==> src/rtl/fft_pkg.sv <==
// Shared constants for the FFT twiddle-path multiplier.
//   TW_A_W / TW_B_W / TW_TAG_W : default operand and tag widths
//   prod_width()               : full product width for given operand widths
package fft_pkg;

  localparam int unsigned TW_A_W   = 16;
  localparam int unsigned TW_B_W   = 8;
  localparam int unsigned TW_TAG_W = 4;

  function automatic int unsigned prod_width(input int unsigned a_w,
                                             input int unsigned b_w);
    return a_w + b_w;
  endfunction

endpackage

==> src/rtl/mult_stage.sv <==
// One stage of the shift-add multiplier pipeline. Retires the multiplier
// LSB presented at its input and registers the partial sum, the pre-shifted
// multiplicand, the remaining multiplier bits and the tag.
// Ports:
//   clk, rst             clock, async active-high reset
//   flush_i              synchronous clear of this stage
//   adv_i                pipeline advance (hold when low)
//   valid_i/acc_i/a_i/b_i/tag_i   state from the previous stage
//   valid_o/acc_o/a_o/b_o/tag_o   registered state for the next stage
module mult_stage #(
  parameter int unsigned P_W        = 24,
  parameter int unsigned B_W        = 8,
  parameter int unsigned TAG_W      = 4,
  parameter bit          IS_MSB_SUB = 1'b0
) (
  input  logic             clk,
  input  logic             rst,
  input  logic             flush_i,
  input  logic             adv_i,
  input  logic             valid_i,
  input  logic [P_W-1:0]   acc_i,
  input  logic [P_W-1:0]   a_i,
  input  logic [B_W-1:0]   b_i,
  input  logic [TAG_W-1:0] tag_i,
  output logic             valid_o,
  output logic [P_W-1:0]   acc_o,
  output logic [P_W-1:0]   a_o,
  output logic [B_W-1:0]   b_o,
  output logic [TAG_W-1:0] tag_o
);

  logic             valid_q, valid_d;
  logic [P_W-1:0]   acc_q,   acc_d;
  logic [P_W-1:0]   a_q,     a_d;
  logic [B_W-1:0]   b_q,     b_d;
  logic [TAG_W-1:0] tag_q,   tag_d;

  logic [P_W-1:0]   partial;
  logic [P_W-1:0]   acc_new;

  always_comb begin
    partial = b_i[0] ? a_i : '0;
    // In two's-complement mode the multiplier MSB carries weight -2^(B_W-1).
    if (IS_MSB_SUB) acc_new = acc_i - partial;
    else            acc_new = acc_i + partial;
  end

  always_comb begin
    valid_d = valid_q;
    acc_d   = acc_q;
    a_d     = a_q;
    b_d     = b_q;
    tag_d   = tag_q;
    if (flush_i) begin
      valid_d = 1'b0;
      acc_d   = '0;
      a_d     = '0;
      b_d     = '0;
      tag_d   = '0;
    end else if (adv_i) begin
      if (valid_i) begin
        valid_d = 1'b1;
        acc_d   = acc_new;
        a_d     = a_i << 1;
        b_d     = b_i >> 1;
        tag_d   = tag_i;
      end else begin
        // Bubbles carry all-zero data so an idle output reads 0.
        valid_d = 1'b0;
        acc_d   = '0;
        a_d     = '0;
        b_d     = '0;
        tag_d   = '0;
      end
    end
  end

  always_ff @(posedge clk or posedge rst) begin
    if (rst) begin
      valid_q <= 1'b0;
      acc_q   <= '0;
      a_q     <= '0;
      b_q     <= '0;
      tag_q   <= '0;
    end else begin
      valid_q <= valid_d;
      acc_q   <= acc_d;
      a_q     <= a_d;
      b_q     <= b_d;
      tag_q   <= tag_d;
    end
  end

  assign valid_o = valid_q;
  assign acc_o   = acc_q;
  assign a_o     = a_q;
  assign b_o     = b_q;
  assign tag_o   = tag_q;

endmodule

==> src/rtl/pipe_shift_add_mult.sv <==
// Fully pipelined A_W x B_W shift-add multiplier, one multiplier bit per
// stage, B_W stages of latency, one operation per cycle.
// Ports:
//   clk, rst            clock, async active-high reset
//   flush               synchronous discard of all in-flight operations
//   in_valid/in_ready   input handshake; in_a, in_b operands, in_tag user tag
//   out_valid/out_ready output handshake; out_p product, out_tag its tag
module pipe_shift_add_mult
  import fft_pkg::*;
#(
  parameter  int unsigned A_W    = TW_A_W,
  parameter  int unsigned B_W    = TW_B_W,
  parameter  int unsigned SIGNED = 0,
  parameter  int unsigned TAG_W  = TW_TAG_W,
  localparam int unsigned P_W    = prod_width(A_W, B_W)
) (
  input  logic             clk,
  input  logic             rst,
  input  logic             flush,
  input  logic             in_valid,
  output logic             in_ready,
  input  logic [A_W-1:0]   in_a,
  input  logic [B_W-1:0]   in_b,
  input  logic [TAG_W-1:0] in_tag,
  output logic             out_valid,
  input  logic             out_ready,
  output logic [P_W-1:0]   out_p,
  output logic [TAG_W-1:0] out_tag
);

  logic           adv;
  logic [P_W-1:0] a_ext;

  // Chain element k feeds stage k; element B_W is the final stage output.
  logic             vld_c [0:B_W];
  logic [P_W-1:0]   acc_c [0:B_W];
  logic [P_W-1:0]   a_c   [0:B_W];
  logic [B_W-1:0]   b_c   [0:B_W];
  logic [TAG_W-1:0] tag_c [0:B_W];

  // Global stall: the whole pipeline freezes while the output is held.
  assign adv      = !out_valid || out_ready;
  assign in_ready = adv;

  generate
    if (SIGNED != 0) begin : g_sext
      assign a_ext = {{B_W{in_a[A_W-1]}}, in_a};
    end else begin : g_zext
      assign a_ext = {{B_W{1'b0}}, in_a};
    end
  endgenerate

  assign vld_c[0] = in_valid && in_ready;
  assign acc_c[0] = '0;
  assign a_c[0]   = a_ext;
  assign b_c[0]   = in_b;
  assign tag_c[0] = in_tag;

  generate
    for (genvar k = 0; k < B_W; k++) begin : g_stage
      mult_stage #(
        .P_W       (P_W),
        .B_W       (B_W),
        .TAG_W     (TAG_W),
        .IS_MSB_SUB((SIGNED != 0) && (k == B_W - 1))
      ) u_stage (
        .clk    (clk),
        .rst    (rst),
        .flush_i(flush),
        .adv_i  (adv),
        .valid_i(vld_c[k]),
        .acc_i  (acc_c[k]),
        .a_i    (a_c[k]),
        .b_i    (b_c[k]),
        .tag_i  (tag_c[k]),
        .valid_o(vld_c[k+1]),
        .acc_o  (acc_c[k+1]),
        .a_o    (a_c[k+1]),
        .b_o    (b_c[k+1]),
        .tag_o  (tag_c[k+1])
      );
    end
  endgenerate

  assign out_valid = vld_c[B_W];
  assign out_p     = acc_c[B_W];
  assign out_tag   = tag_c[B_W];

endmodule
==> config.mk <==
export PLATFORM = sky130hd
export DESIGN_NAME = pipe_shift_add_mult
export DESIGN_NICKNAME = d
export VERILOG_FILES = /design/src/rtl/fft_pkg.sv /design/src/rtl/mult_stage.sv /design/src/rtl/pipe_shift_add_mult.sv
export SDC_FILE = /design/constraint.sdc
export NUM_CORES = 1
export LEC_CHECK = 0
export ABC_AREA = 0
export CAP_MARGIN = 15
export CORE_AREA = 2 2 191 193
export CTS_CLUSTER_DIAMETER = 120
export DETAILED_ROUTE_END_ITERATION = 10
export DIE_AREA = 0 0 193 195
export HOLD_SLACK_MARGIN = 0.05
export PLACE_DENSITY = 0.77
export SYNTH_ARGS = -nofsm -noshare
export SYNTH_HDL_FRONTEND = slang
export SYNTH_SLANG_ARGS = --single-unit
export TNS_END_PERCENT = 10
==> constraint.sdc <==
create_clock -name clk -period 12.05 [get_ports clk]
set_input_delay 1.205 -clock clk [delete_from_list [all_inputs] [get_ports clk]]
set_output_delay 1.205 -clock clk [all_outputs]
set_load 0.05 [all_outputs]
==> metrics.txt, run 1 <==
status finished, final reports clean; Inst Count DP 2067; fin crit share 32.1%; Routed WL 34.2 mm; routed length per instance 16.0 um; Avg Inst Size Synth 10.7 um^2; Die Wd 193 um; initial antenna violation count 0; Min Clock Period, post-route 3870 ps; Worst EP required 10850 ps; # port buffers 62; CP Capture Point in_ready; Post-synth EDFFs 0; grt total ovfl 0; area leader, netlist dfrtp_1; synth warn 0; RSZ-0062 raised after global routing no; vias in the first global route 12.1k; Die Area 37600 um^2; top_reg_cell synth dfrtp_1; cell count after synthesis 1643; DRC 0; Slew @ Worst Pin 1150 ps; CTS tree yes; Inserted Diodes 0; Hold Path Stages 2; via count 12.1k; most frequent cells after synthesis dfrtp_1 (343), a22o_1 (230), nand2_1 (150); post-CTS setup repair buffer count 0; hpwl dp 23.6 mm; Power Dens Cells 121 nW/um^2; synthesis-stage register bit count 343; root buf cell clkbuf_16; fraction of registers with async set/reset 100%; DR vias/cell 5.65; post-CTS sizing 0; largest net degree at the start of global routing 251; Synth top area share 48.7%; Worst setup EP type output pin; Setup TNS 0 ps; worst hold slack 477 ps; Post-Syn Nets 1794; initial core utilization 49.8%; first-pass GRT wire length 58.8 mm; flop-to-flop setup slack 8940 ps; Syn Std Cell Area 17600 um^2; most frequent cell after synthesis dfrtp_1; Net count, final 1798; I/O pin cnt 63; layout cells sized above 1 5.02%; CTS H-tree lvls 2; FMAX 259 MHz; Worst Skew 11.1 ps; fillers 2988; CTS Hold Bufs 0; worst vdd ir 0.103 mV; Seq/Total Area, Yosys 48.7%; clock buffer count from CTS 37; Iter 0 DRT Violations 664; Worst Path Class, Setup in2out; Worst setup SP type input pin; Skew-Pair Late Insertion Delay 520 ps; R2R Path Start g_stage[2].u_stage.b_o[0]$_DFFE_PP0P_; GP Congestion 0.874; Critical Path Start out_ready; post-route insts no fill 2133; number of max-slew violations in the final report 0; final hold vios 0; Relative slew margins 23.1%; CP max FO 3; CTS sink cnt 343; clk slew on worst S/H paths 60 ps; cell row count 69; top cells by area, synth dfrtp_1 (49%), a22o_1 (11%), ha_1 (7.9%), and2_1 (3.9%), nand2_1 (3.2%); Die Y 195 um; R2R cell count 12; Worst Path Arrival 2660 ps; drt pass-1 iters 5; Clock Tree Buf Depth 3; Max Cap Viol 0; Critical R2R Capture g_stage[3].u_stage.acc_o[17]$_DFFE_PP0P_; Leak 9.59 nW; worst min path class reg2reg; antenna-violating nets left 0; Core Region 35400 um^2; Global Route Usage Sum 18.6%; endpoints failing setup 0; Syn-to-layout area delta 11.6%; Yosys cell types 66
## state kept, by name, indices dropped and copies added (netlist names)
register                 cells
g_stage.u_stage.a_o        112
g_stage.u_stage.acc_o      163
g_stage.u_stage.valid_o      8
g_stage.u_stage.b_o         28
g_stage.u_stage.tag_o       32
## routing by layer
| layer | global-route usage (%) | share of wire [%] | vias up |
|---|---|---|---|
| li1 | - | - | 5993 |
| met1 | 24.4 | 46 | 5850 |
| met2 | 32.5 | 49 | 157 |
| met3 | 2.66 | 3.0 | 59 |
| met4 | 4.60 | 2.0 | 0 |
| met5 | 0 | 0 | - |
## placed cells by master, fill, tap and decap left out, types with 12 or more instances in the layout
cell type	Yosys	layout
nand3_1	18	18
clkdlybuf4s50_1	0	62
inv_1	40	39
a31oi_1	13	13
and2_1	111	111
nand2b_1	15	15
a22o_1	230	230
xnor2_1	34	34
o21a_1	13	13
nand2_1	150	150
nor2_1	36	35
ha_1	111	111
nor2b_1	14	14
clkbuf_16	0	37
xor2_1	48	48
o21bai_1	12	12
o21ai_0	107	107
o21ai_1	15	15
a21oi_1	75	75
a21o_1	45	45
dfrtp_1	343	343
## area by class of cell
class	instances	area (um^2)	share of cell area, %
Timing Repair Buffer	72	736	3.74
Multi-Input combinational cell	1153	8370	42.6
Clock buffer	53	1060	5.37
Clock inverter	11	185	0.942
Inverter	40	158	0.802
Tap cell	461	577	2.93
Sequential cell	343	8580	43.6
## power by group
part           internal, W  total [W]  switching (W)
combinational    0.0000185  0.0000551      0.0000366
sequential         0.00116    0.00116     0.00000572
clock             0.000714    0.00115       0.000438
## how the worst min path moves through the flow
stage / startpoint / endpoint / slack (ps)
final: g_stage[7].u_stage.acc_o[21]$_DFFE_PP0P_ / g_stage[7].u_stage.acc_o[21]$_DFFE_PP0P_ / 480
after global routing: g_stage[7].u_stage.acc_o[18]$_DFFE_PP0P_ / g_stage[7].u_stage.acc_o[18]$_DFFE_PP0P_ / 490
after CTS: g_stage[7].u_stage.acc_o[13]$_DFFE_PP0P_ / g_stage[7].u_stage.acc_o[13]$_DFFE_PP0P_ / 480
after detailed placement: g_stage[7].u_stage.acc_o[13]$_DFFE_PP0P_ / g_stage[7].u_stage.acc_o[13]$_DFFE_PP0P_ / 470
after global placement: g_stage[7].u_stage.acc_o[9]$_DFFE_PP0P_ / g_stage[7].u_stage.acc_o[9]$_DFFE_PP0P_ / 470
after floorplan: g_stage[7].u_stage.acc_o[10]$_DFFE_PP0P_ / g_stage[7].u_stage.acc_o[10]$_DFFE_PP0P_ / 450
## metrics by stage
stage	power [W]	worst slack [ps]	utilization (%)	area (um^2)
2_1_floorplan	0.00122	1340	-	17600
3_3_place_gp	0.00124	8010	52.0	18400
3_5_place_dp	0.00124	7870	52.0	18400
4_1_cts	0.00240	8180	55.5	19600
5_1_grt	0.00245	8100	55.6	19700
6_report	0.00237	8180	55.6	19700
## critical path, cell delays in order
cell,delay [ps]
clkdlybuf4s50_1,460
nor2b_1,60
inv_1,110
clkdlybuf4s50_1,810
## cell families (layout without fill, tap and decap cells)
family                   count (synthesis)  in the layout  share of synthesized area (%)
AO/OA/AOI/OAI                          569            569                           23.7
AND/OR/NAND/NOR                        382            382                           10.8
flip-flops                             343            343                           48.7
buffers and inverters                  147            176                           3.86
adder cells (fa/ha/maj)                118            118                           8.67
XOR/XNOR                                82             82                           4.07
multiplexers                             2              2                          0.114
No activity file was read; power rests on OpenSTA's default activity.
==> inputs of run 2 (changes only) <==
clock period = 3.8 ns   (was 12.05 ns; I/O delays follow)
==> run 2 against run 1 <==
Net effect:
- combinational power grew to 3.4 times the previous value
- global-route usage grew 0.59 points
- first-iteration DRC count shrank 9.5%
- register-to-register slack got worse by 8200 ps
- worst hold slack worse by 97 ps
- largest cell class unchanged
- highest routed layer unchanged
==> metrics.txt, run 2 (synthesis results as in run 1) <==
GP Congestion 0.891 (was 0.874); CP max FO 17 (was 3); Power Dens Cells 382 nW/um^2 (was 121 nW/um^2); FMAX 328 MHz; Tot Pwr 0.00759 W (was 0.00237 W); Die Wd 193 um (unchanged); Leak 9.72 nW (was 9.59 nW); initial core utilization 49.8% (unchanged); number of max-slew violations in the final report 0 (unchanged); worst min path class in2async (was reg2reg); Worst Path Class, Setup reg2reg (was in2out); Die Y 195 um (unchanged); fin crit share 80.1%; Max Cap Viol 0 (unchanged); DR vias/cell 5.76 (was 5.65); Slew @ Worst Pin 1080 ps (was 1150 ps); Core Region 35400 um^2 (unchanged); largest net degree at the start of global routing 95 (was 251); Global Route Usage Sum 19.2% (was 18.6%); Syn-to-layout area delta 12.8% (was 11.6%); vias in the first global route 12.4k (was 12.1k); CTS sink cnt 343 (unchanged); clk slew on worst S/H paths 60 ps (about the same); Worst Path Arrival 3460 ps (was 2660 ps); hpwl dp 25.4 mm (was 23.6 mm); first-pass GRT wire length 60.9 mm (was 58.8 mm); CTS H-tree lvls 2 (unchanged); Inserted Diodes 0 (unchanged); endpoints failing setup 0 (unchanged); Worst setup SP type flip-flop (was input pin); I/O pin cnt 63 (unchanged); status finished, final reports clean (unchanged); drt pass-1 iters 5 (unchanged); clock buffer count from CTS 38 (was 37); most frequent cells in the layout dfrtp_1 (343), a22o_1 (230), nand2_1 (150), and2_1 (111), ha_1 (111) (unchanged); # port buffers 62 (unchanged); Net count, final 1810 (was 1798); final core occ 56.2% (was 55.6%); Worst setup EP type flip-flop (was output pin); grt total ovfl 0 (unchanged); via count 12.4k (was 12.1k); Skew-Pair Late Insertion Delay 530 ps (was 520 ps); Routed WL 35.3 mm (was 34.2 mm); Min Clock Period, post-route 3040 ps; antenna-violating nets left 0 (unchanged); RSZ-0062 raised after global routing no (unchanged); post-CTS setup repair buffer count 0 (unchanged); CTS tree yes (unchanged); Inst Count DP 2078 (was 2067); post-route insts no fill 2148 (was 2133); Worst Skew 15.2 ps (was 11.1 ps); layout cells sized above 1 6.16% (was 5.02%); Iter 0 DRT Violations 601 (was 664); fillers 2958 (was 2988); Clock Tree Buf Depth 3 (unchanged); setup slack after layout 756 ps (was 8180 ps); root buf cell clkbuf_16 (unchanged); DP Worst Slack 777 ps (was 7870 ps); Worst EP required 4220 ps (was 10850 ps); initial antenna violation count 0 (unchanged); CTS Hold Bufs 0 (unchanged); Relative slew margins 28.1% (was 23.1%); DRC 0 (unchanged); max FFs per register 163 (unchanged); cell row count 69 (unchanged); routed length per instance 16.4 um (was 16.0 um); post-CTS sizing 0 (unchanged); leading cell type in the layout, fill and taps excluded dfrtp_1 (unchanged); final hold vios 0 (unchanged); Die Area 37600 um^2 (unchanged); worst vdd ir 0.442 mV (was 0.103 mV); worst hold slack 380 ps (was 477 ps)
## run 2: area by class of cell
cell class	count	area [um^2]	area share (%)
sequential	343	8580	43.2
multi-input combinational	1153	8370	42.1
clock buffer	57	1210	6.07
timing repair buffer	83	906	4.56
tap	461	577	2.90
inverter	40	154	0.774
clock inverter	11	87.6	0.440
## run 2: critical path, cell delays in order (launching register included)
cell	delay, ps
dfrtp_1	590
and2_1	200
ha_1	160
inv_1	60
fa_1	400
nand2b_1	190
a21o_1	200
a21boi_2	190
o2111ai_2	160
a31oi_1	250
o21a_1	200
o21ai_0	80
a32o_1	260
## run 2: path summary, 6_finish.rpt
check / cells after the start / slack [ps] / to / from
min reg2reg: 2 / 480 / g_stage[7].u_stage.acc_o[20]$_DFFE_PP0P_ / g_stage[7].u_stage.acc_o[20]$_DFFE_PP0P_
max in group asynchronous: 3 / 2620 / g_stage[4].u_stage.a_o[14]$_DFFE_PP0P_ / rst
min in group clk: 2 / 470 / g_stage[0].u_stage.b_o[3]$_DFFE_PP0P_ / in_b[4]
min: 2 / 380 / g_stage[2].u_stage.acc_o[17]$_DFFE_PP0P_ / rst
max: 12 / 760 / g_stage[2].u_stage.acc_o[14]$_DFFE_PP0P_ / g_stage[1].u_stage.b_o[0]$_DFFE_PP0P_
max reg2reg: 12 / 760 / g_stage[2].u_stage.acc_o[14]$_DFFE_PP0P_ / g_stage[1].u_stage.b_o[0]$_DFFE_PP0P_
## run 2: metrics by stage
step / cell area (um^2) / TNS, ps
after floorplan: 17600 / -400800
after global placement: 18500 / 0
after detailed placement: 18500 / 0
after CTS: 19800 / 0
after global routing: 19900 / 0
final: 19900 / 0
## run 2: where the power goes
| part | switching (W) | leakage [nW] | total (W) | internal (W) |
|---|---|---|---|---|
| Sequential | 0.0000185 | 4.77 | 0.00369 | 0.00367 |
| Combinational | 0.000120 | 4.29 | 0.000190 | 0.0000701 |
| Clock | 0.00145 | 0.650 | 0.00371 | 0.00226 |
| Total | 0.00158 | 9.72 | 0.00759 | 0.00601 |
## run 2: layer usage
metal	track usage (%)	up-vias	share of wire, %
met5	0	-	0
met4	4.69	0	1.9
met3	2.64	52	3.3
met2	32.3	195	49
met1	26.3	6108	46
li1	-	6020	-
